File: src/rtl/nibble_ctrl.sv
// nibble_ctrl: fetch/decode/execute controller for the Nibbler 4-bit CPU.
// Owns PC and IR, reads the synchronous program ROM and drives the
// accumulator, flag-register and output-port write strobes.
module nibble_ctrl (
  input  logic       clk,
  input  logic       reset,
  input  logic [7:0] rom_data,
  input  logic       c_flag,
  input  logic       z_flag,
  output logic [7:0] rom_addr,
  output logic [3:0] operand,
  output logic [1:0] alu_op,
  output logic       alu_src,
  output logic       acc_load,
  output logic       flag_load,
  output logic       out_load,
  output logic       halted
);

  typedef enum logic [2:0] {
    S_F0  = 3'd0,
    S_F1  = 3'd1,
    S_EX  = 3'd2,
    S_J0  = 3'd3,
    S_J1  = 3'd4,
    S_HLT = 3'd5
  } state_t;

  localparam logic [3:0] OP_LIT   = 4'h1;
  localparam logic [3:0] OP_ADDI  = 4'h2;
  localparam logic [3:0] OP_SUBI  = 4'h3;
  localparam logic [3:0] OP_NANDI = 4'h4;
  localparam logic [3:0] OP_OUT   = 4'h5;
  localparam logic [3:0] OP_IN    = 4'h6;
  localparam logic [3:0] OP_JMP   = 4'h7;
  localparam logic [3:0] OP_JC    = 4'h8;
  localparam logic [3:0] OP_JZ    = 4'h9;
  localparam logic [3:0] OP_HALT  = 4'hF;

  state_t     state_q, state_d;
  logic [7:0] pc_q, pc_d;
  logic [7:0] ir_q, ir_d;
  logic [3:0] opcode;
  logic       is_jump;
  logic       jump_taken;

  assign opcode  = ir_q[7:4];
  assign is_jump = (opcode == OP_JMP) || (opcode == OP_JC) || (opcode == OP_JZ);

  // Flags only feed the J1 PC select, never an output.
  always_comb begin
    jump_taken = 1'b0;
    case (opcode)
      OP_JMP:  jump_taken = 1'b1;
      OP_JC:   jump_taken = c_flag;
      OP_JZ:   jump_taken = z_flag;
      default: jump_taken = 1'b0;
    endcase
  end

  // State, PC and IR registers; reset returns to a fetch from 0x00.
  always_ff @(posedge clk) begin
    if (reset) begin
      state_q <= S_F0;
      pc_q    <= 8'h00;
      ir_q    <= 8'h00;
    end else begin
      state_q <= state_d;
      pc_q    <= pc_d;
      ir_q    <= ir_d;
    end
  end

  // Next-state sequencing; PC increments wrap modulo 256 naturally.
  always_comb begin
    state_d = state_q;
    pc_d    = pc_q;
    ir_d    = ir_q;
    case (state_q)
      S_F0: state_d = S_F1;
      S_F1: begin
        ir_d    = rom_data;
        pc_d    = pc_q + 8'd1;
        state_d = S_EX;
      end
      S_EX: begin
        if (opcode == OP_HALT) state_d = S_HLT;
        else if (is_jump)      state_d = S_J0;
        else                   state_d = S_F0;
      end
      S_J0: state_d = S_J1;
      S_J1: begin
        pc_d    = jump_taken ? rom_data : (pc_q + 8'd1);
        state_d = S_F0;
      end
      S_HLT:   state_d = S_HLT;
      default: state_d = S_F0;
    endcase
  end

  // Output decode from registered state and IR only.
  always_comb begin
    acc_load  = 1'b0;
    flag_load = 1'b0;
    out_load  = 1'b0;
    alu_src   = (opcode == OP_IN);
    case (opcode)
      OP_ADDI:  alu_op = 2'b01;
      OP_SUBI:  alu_op = 2'b10;
      OP_NANDI: alu_op = 2'b11;
      default:  alu_op = 2'b00;
    endcase
    if (state_q == S_EX) begin
      case (opcode)
        OP_LIT, OP_IN: acc_load = 1'b1;
        OP_ADDI, OP_SUBI, OP_NANDI: begin
          acc_load  = 1'b1;
          flag_load = 1'b1;
        end
        OP_OUT:  out_load = 1'b1;
        default: ;
      endcase
    end
  end

  assign rom_addr = pc_q;
  assign operand  = ir_q[3:0];
  assign halted   = (state_q == S_HLT);

endmodule

File: config.mk
export PLATFORM = sky130hd
export DESIGN_NAME = nibble_ctrl
export DESIGN_NICKNAME = d
export VERILOG_FILES = /design/src/rtl/nibble_ctrl.sv
export SDC_FILE = /design/constraint.sdc
export NUM_CORES = 1
export LEC_CHECK = 0
export BUFFER_PORTS_ARGS = -buffer_cell sky130_fd_sc_hd__buf_2
export CAP_MARGIN = 10
export CORE_AREA = 2 2 53 55
export CTS_CLUSTER_DIAMETER = 120
export DETAILED_ROUTE_END_ITERATION = 8
export DIE_AREA = 0 0 55 57
export PLACE_DENSITY_LB_ADDON = 0.12
export SYNTH_ARGS = -nofsm -noshare
export SYNTH_HDL_FRONTEND = slang
export SYNTH_SLANG_ARGS = --single-unit
export TNS_END_PERCENT = 50
File: constraint.sdc
create_clock -name clk -period 1.7 [get_ports clk]
set_input_delay 0 -clock clk [delete_from_list [all_inputs] [get_ports clk]]
set_output_delay 0 -clock clk [all_outputs]
set_load 0.02 [all_outputs]
==> out/qor.csv, run 1 <==
stage,metric,value,unit
outcome,outcome,"complete, but fails checks",
outcome,failing checks,negative setup slack,
place,Placed Area,1350,um2
global_routing,Overall Global Routing Usage,19.8,%
setup_path,worst reg2reg path depth,6,
setup_path,RR Startpoint,ir_q[7]$_SDFFE_PP0P_,
logic_synthesis,register area share after synthesis,33.9,%
logic_synthesis,Post-Syn Area per Cell,8.38,um2
setup_path,family with the most delay on the worst path,simple AND/OR/NAND/NOR gates,
place,GP Congestion,0.716,
power,Lkg Pwr,0.671,nW
global_routing,first-pass GRT wire length,4630,um
sta,Tcrit/Tclk final,107,%
global_routing,GRT overflow,0,
sta,TNS Setup,-429,ps
logic_synthesis,Post-Syn Nets,147,
layout,"Core Util, Final",61.1,%
detailed_routing,starting DRC count in detailed routing,28,
job,max-cap violations,0,
layout,fin area,1600,um2
setup_path,"Req. time, crit path",1930,ps
clock_tree,clock buffer depth,2,
detailed_routing,1st-pass router iterations,4,
setup_path,R2R Setup Slk,-110,ps
place,IO buf count,30,
sta,fmax,551,MHz
layout,area grow syn2layout,42.4,%
setup_path,worst r2r dst,rom_addr[7]$_SDFFE_PP0P_,
setup_path,crit path max-delay cell type,or4_1,
layout,most frequent cells in the layout,"buf_2 (27), buf_4 (21), nor2_1 (18), dfxtp_1 (15)",
clock_tree,CTS sink count,19,
sta,count of final setup violators,7,
sta,Post-Route Skew,5.28,ps
sta,RSZ-0062 raised after global routing,true,
sta,final hold slack,92.1,ps
place,detailed placer's ending HPWL,2000,um
place,pre-CTS setup slack,-316,ps
detailed_routing,DR vias/cell,5.36,
min_path,number of cells on the worst hold path,2,
floorplan,Initial Utilization,42.9,%
setup_path,worst path cell trace,or3b_4 > nor2_4 > buf_4 > o311a_4 > or4_1 > a31oi_1,
logic_synthesis,Post-synth EDFFs,0,
logic_synthesis,top_reg_cell synth,dfxtp_1,
layout,"most common cell after layout, fill and taps aside",buf_2,
setup_path,peak fanout along the critical path,8,
min_path,HP Class,in2reg,
logic_synthesis,Yosys reg bits,19,
floorplan,DIE AREA,3140,um2
clock_tree,Skew-Pair Late Insertion Delay,290,ps
detailed_routing,total wire length,2970,um
clock_tree,root buf cell,clkbuf_4,
detailed_routing,DRC Markers,0,
floorplan,Die Ht,57,um
global_routing,pin count of the biggest net entering global routing,22,
layout,final net count,197,
layout,ANT cells,0,
floorplan,number of core rows,19,
sta,post-route worst setup slack,-115,ps
setup_path,max incr delay on CP,420,ps
setup_path,CP endpoint kind,register,
sta,fin crit period,1810,ps
detailed_routing,routed length per instance,13.9,um
global_routing,antenna violations before repair,0,
logic_synthesis,"Distinct cells, synth",44,
logic_synthesis,cell count after synthesis,134,
power,PwrDens,669,nW/um2
clock_tree,CTS tree,yes,
setup_path,WP data arrival,2040,ps
min_path,hold worst-path end,ir_q[7]$_SDFFE_PP0P_,
min_path,hold path start,reset,
logic_synthesis,synthesized cell area,1120,um2
power,worst vdd ir,442,uV
sta,Max-slew headroom,71.5,%
sta,Slew @ Worst Pin,427,ps
setup_path,CP bufs+invs,1,
global_routing,vias in the first global route,1055,
detailed_routing,DRT antenna net count,0,
setup_path,CP Launch Type,register,
sta,Slew Limit Fails,0,
clock_tree,Num CTS Buffers,3,
clock_tree,Clock transition at path regs,110,ps
floorplan,die width,55,um
logic_synthesis,yosys warns,0,
sta,"Hold Vio Cnt, Final",0,
setup_path,kind of critical path,reg2reg,
floorplan,IO Pins,31,
clock_tree,CTS HTree Levels,1,
logic_synthesis,share of flip-flops with an asynchronous set or reset,0,%
layout,share of post-route cells with drive strength above 1,41.5,%
detailed_routing,vias after detailed routing,1147,
floorplan,core area,2620,um2
[what timing repair did]
action	CTS	global route
cloned	0	0
hold buffers	8	0
resized for setup	8	14
pin swaps	12	9
setup buffers	4	3
endpoints found under the hold margin	9	0
endpoints found under the setup margin	8	11
[stage by stage]
step / power (mW) / instances
floorplan: 0.707 / 134
global placement: 0.790 / 195
detailed placement: 0.793 / 195
CTS: 1.06 / 211
global route: 1.13 / 214
finish: 1.07 / 214
[synth_stat cells (all sizes together), types with 2 or more instances]
master	number	area (um2)
a21oi	6	30.0
a22oi	4	30.0
a31oi	3	18.8
and3	2	12.5
buf	6	48.8
clkbuf	7	26.3
dfxtp	19	380
inv	2	7.51
mux2i	8	80.1
nand2	3	11.3
nand2b	4	25.0
nand3	7	35.0
nand3b	2	15.0
nor2	19	71.3
nor2b	5	31.3
nor3	4	20.0
nor3b	3	27.5
o21ai	3	18.8
or3	3	18.8
or3b	2	17.5
or4	3	22.5
[cell type report]
cell class	instances	area, um2
fill	251	1020
multi-input combinational	100	744
timing repair buffer	58	395
sequential	19	385
tap	31	38.8
clock buffer	4	26.3
inverter	2	7.51
[where the power goes]
part / switching, mW / total (mW) / internal (mW)
registers: 0.0269 / 0.504 / 0.477
logic: 0.176 / 0.338 / 0.162
clock network: 0.136 / 0.228 / 0.0912
total: 0.340 / 1.07 / 0.730
[metal layers]
metal	share of wire [%]	up-vias	GRT usage [%]
met5	0	-	0
met4	0.98	0	8.36
met2	50	29	33.3
li1	-	579	-
met3	4.6	4	3.14
met1	44	535	24.3
[logic make-up (layout without fill, tap and decap cells)]
family	after synthesis	after routing	synth area share (%)
buffers and inverters	15	64	7.36
DFF	19	19	33.9
adders and majority gates	1	1	1.11
and+or+nand+nor	64	64	32.7
muxes	8	8	7.14
xor gates and xnor gates	2	2	1.56
AOI/OAI and AO/OA	25	25	16.3
[how the worst max path moves through the flow]
stage | endpoint | from | cells after the start
floorplan | rom_addr[6]$_SDFFE_PP0P_ | ir_q[7]$_SDFFE_PP0P_ | 6
global placement | rom_addr[6]$_SDFFE_PP0P_ | ir_q[7]$_SDFFE_PP0P_ | 5
detailed placement | rom_addr[6]$_SDFFE_PP0P_ | ir_q[7]$_SDFFE_PP0P_ | 5
CTS | rom_addr[7]$_SDFFE_PP0P_ | ir_q[6]$_SDFFE_PP0P_ | 7
global route | rom_addr[7]$_SDFFE_PP0P_ | ir_q[7]$_SDFFE_PP0P_ | 6
finish | rom_addr[7]$_SDFFE_PP0P_ | ir_q[7]$_SDFFE_PP0P_ | 6
[flip-flops by register name (all words and copies together), names as in the netlist]
| register | cells |
|---|---|
| state_q | 3 |
| ir_q | 8 |
| rom_addr | 8 |
(Power assumes the default switching activity.)
==> inputs of run 2 (changes only) <==
--- a/config.mk
+++ b/config.mk
@@ -5,6 +5,7 @@
 export SDC_FILE = /design/constraint.sdc
 export NUM_CORES = 1
 export LEC_CHECK = 0
+export ABC_AREA = 1
 export BUFFER_PORTS_ARGS = -buffer_cell sky130_fd_sc_hd__buf_2
 export CAP_MARGIN = 10
 export CORE_AREA = 2 2 53 55
==> run 2 against run 1 <==
Cell count grew 7.9%. Synthesized cell count grew 24%. Global-route usage shrank 0.41 points. Worst setup slack gained 270 ps. Largest cell class unchanged. Worst hold slack lost 78 ps. Combinational power grew 21%. The run now ends clean. Die area is the same. Power grew 13%.
==> out/qor.csv, run 2 <==
stage,metric,value,unit
layout,final net count,214,
layout,share of post-route cells with drive strength above 1,24.5,%
setup_path,CP endpoint,out_load,
clock_tree,CTS HTree Levels,1,
setup_path,crit path max-delay cell type,dfxtp_1,
setup_path,CP endpoint kind,output pin,
logic_synthesis,synthesized cell area,1140,um2
setup_path,R2R Setup Slk,170,ps
clock_tree,root buf cell,clkbuf_4,
detailed_routing,DR vias/cell,5.07,
logic_synthesis,yosys warns,0,
sta,Slew @ Worst Pin,469,ps
detailed_routing,routed length per instance,12.1,um
clock_tree,clock buffer depth,2,
setup_path,"Req. time, crit path",1700,ps
setup_path,worst r2r dst,rom_addr[5]$_SDFFE_PP0P_,
outcome,outcome,"finished, final reports clean",
place,Placed Area,1290,um2
clock_tree,Num CTS Buffers,3,
global_routing,first-pass GRT wire length,4500,um
power,Total Power,1.21,mW
setup_path,RR Startpoint,state_q[1]$_SDFF_PP0_,
setup_path,kind of critical path,reg2out,
layout,ANT cells,0,
logic_synthesis,"Distinct cells, synth",29,
global_routing,vias in the first global route,1014,
place,GP Congestion,0.777,
layout,Non-Filler Instances,231,
setup_path,peak fanout along the critical path,7,
clock_tree,CTS sink count,19,
layout,multi-input gate area in the final layout,629,um2
clock_tree,Post-CTS Setup Inserts,0,
setup_path,Worst path depth,6,
sta,Tcrit/Tclk final,91.0,%
clock_tree,Skew-Pair Late Insertion Delay,300,ps
sta,fmax,646,MHz
detailed_routing,vias after detailed routing,1171,
logic_synthesis,top_reg_cell synth,dfxtp_1,
place,IO buf count,30,
sta,Slew Limit Fails,0,
floorplan,Initial Utilization,43.6,%
sta,Max-slew headroom,68.7,%
detailed_routing,1st-pass router iterations,4,
setup_path,CP bufs+invs,3,
job,max-cap violations,0,
floorplan,Die Ht,57,um
setup_path,worst path cell trace,nor2_2 > inv_1 > nor2_2 > inv_1 > nor4_1 > buf_2,
detailed_routing,starting DRC count in detailed routing,21,
layout,fin area,1380,um2
sta,final hold slack,14.5,ps
power,Lkg Pwr,0.705,nW
logic_synthesis,Post-Syn Area per Cell,6.87,um2
sta,count of final setup violators,0,
floorplan,die width,55,um
floorplan,IO Pins,31,
layout,"most common cell after layout, fill and taps aside",nand2_1,
logic_synthesis,Yosys top cell by area,dfxtp_1,
power,PwrDens,880,nW/um2
global_routing,antenna violations before repair,0,
min_path,HP Class,in2reg,
logic_synthesis,share of flip-flops with an asynchronous set or reset,0,%
global_routing,Overall Global Routing Usage,19.4,%
global_routing,GRT overflow,0,
setup_path,Worst Setup SP,state_q[2]$_SDFF_PP0_,
setup_path,WP data arrival,1550,ps
setup_path,family with the most delay on the worst path,simple AND/OR/NAND/NOR gates,
detailed_routing,DRT antenna net count,0,
logic_synthesis,cell count after synthesis,166,
sta,RSZ-0062 raised after global routing,false,
logic_synthesis,share of the synthesized area in the top cell type,33.4,%
setup_path,CP Launch Type,register,
place,Placed Cells,221,
layout,most frequent cells in the layout,"nand2_1 (32), buf_2 (30), inv_1 (20), dfxtp_1 (19), o21ai_0 (17)",
logic_synthesis,most common cell in the synthesized netlist,nand2_1,
clock_tree,Clock transition at path regs,110,ps
layout,sequential cell area,380,um2
sta,TNS Setup,0,ps
logic_synthesis,register area share after synthesis,33.4,%
sta,"Hold Vio Cnt, Final",0,
logic_synthesis,Yosys reg bits,19,
floorplan,DIE AREA,3140,um2
detailed_routing,total wire length,2790,um
logic_synthesis,leading cell types by total area after synthesis,"dfxtp_1 (33%), nand2_1 (11%), o21ai_0 (7.5%), nand3_1 (7.0%), inv_1 (6.6%)",
floorplan,core area,2620,um2
sta,Post-Route Skew,3.03,ps
place,detailed placer's ending HPWL,2060,um
global_routing,pin count of the biggest net entering global routing,18,
logic_synthesis,Post-synth EDFFs,0,
power,worst vdd ir,510,uV
logic_synthesis,Post-Syn Nets,179,
setup_path,max incr delay on CP,420,ps
layout,area grow syn2layout,21.0,%
setup_path,worst reg2reg path depth,8,
sta,fin crit period,1550,ps
clock_tree,CTS tree,yes,
logic_synthesis,Post-synth top cells,"nand2_1 (32), inv_1 (20), dfxtp_1 (19)",
detailed_routing,DRC Markers,0,
floorplan,number of core rows,19,
layout,Fillers,271,
## run 2: changes by cell type in the layout (fill, tap and decap cells not counted), moves of 6 or more
cell	previous run	this run
inv_1	2	20
nand3_1	6	16
buf_4	21	2
nand2_1	3	32
o21ai_0	2	17
a21oi_1	5	11
mux2i_1	8	0
## run 2: through the flow
step,util (%),setup WS (ps)
global placement,49.2,272
finish,52.7,153
CTS,52.5,42.4
floorplan,-,301
detailed placement,49.2,224
global route,52.7,15.7
## run 2: final cells by class
class / count / share of cell area, %
timing repair buffer: 38 / 16.3
clock buffer: 4 / 1.91
tap: 31 / 2.81
sequential: 19 / 27.6
multi-input combinational: 118 / 45.6
inverter: 21 / 5.72
## run 2: cells by family (layout without fill, tap and decap cells)
group	Yosys count	after routing	synth area share, %
compound gates	34	34	16.8
buf+inv	29	63	11.9
xor+xnor	5	5	3.84
fa+ha+maj	1	1	1.10
flops	19	19	33.4
simple gates	78	78	33.0
## run 2: how the worst min path moves through the flow
stage | from | endpoint | slack [ps] | cells past startpoint
2_1_floorplan | reset | rom_addr[7]$_SDFFE_PP0P_ | 60 | 1
3_5_place_dp | reset | rom_addr[7]$_SDFFE_PP0P_ | 180 | 2
6_report | rom_data[5] | ir_q[5]$_SDFFE_PP0P_ | 10 | 3
5_1_grt | rom_data[4] | rom_addr[4]$_SDFFE_PP0P_ | 50 | 3
3_3_place_gp | reset | rom_addr[7]$_SDFFE_PP0P_ | 170 | 2
4_1_cts | rom_data[6] | ir_q[6]$_SDFFE_PP0P_ | 20 | 3
## run 2: metal layers
metal / track usage (%) / part of all wire, % / up-vias
li1: - / - / 601
met1: 24.8 / 45 / 535
met2: 31.6 / 49 / 31
met3: 3.14 / 5.1 / 4
met4: 8.01 / 1.1 / 0
met5: 0 / 0 / -
## run 2: where the power goes
group / total (mW) / internal [mW] / leakage [nW] / switching [mW]
logic: 0.410 / 0.152 / 0.533 / 0.258
registers: 0.563 / 0.503 / 0.157 / 0.0601
clock network: 0.240 / 0.0915 / 0.0150 / 0.149
total: 1.21 / 0.746 / 0.705 / 0.467
## run 2: timing repair
action | 4_1_cts | 5_1_grt
gates resized for setup | 0 | 2
endpoints found under the hold margin | 6 | 0
hold buffers | 6 | 0
setup endpoints to repair | 0 | 1
## run 2: worst reg2reg max path: cells and delay by family, from the launching register on
family / cells / cell delay, ps
DFF: 1 / 320
and+or+nand+nor: 3 / 540
buffers and inverters: 3 / 410
AOI/OAI and AO/OA: 2 / 210
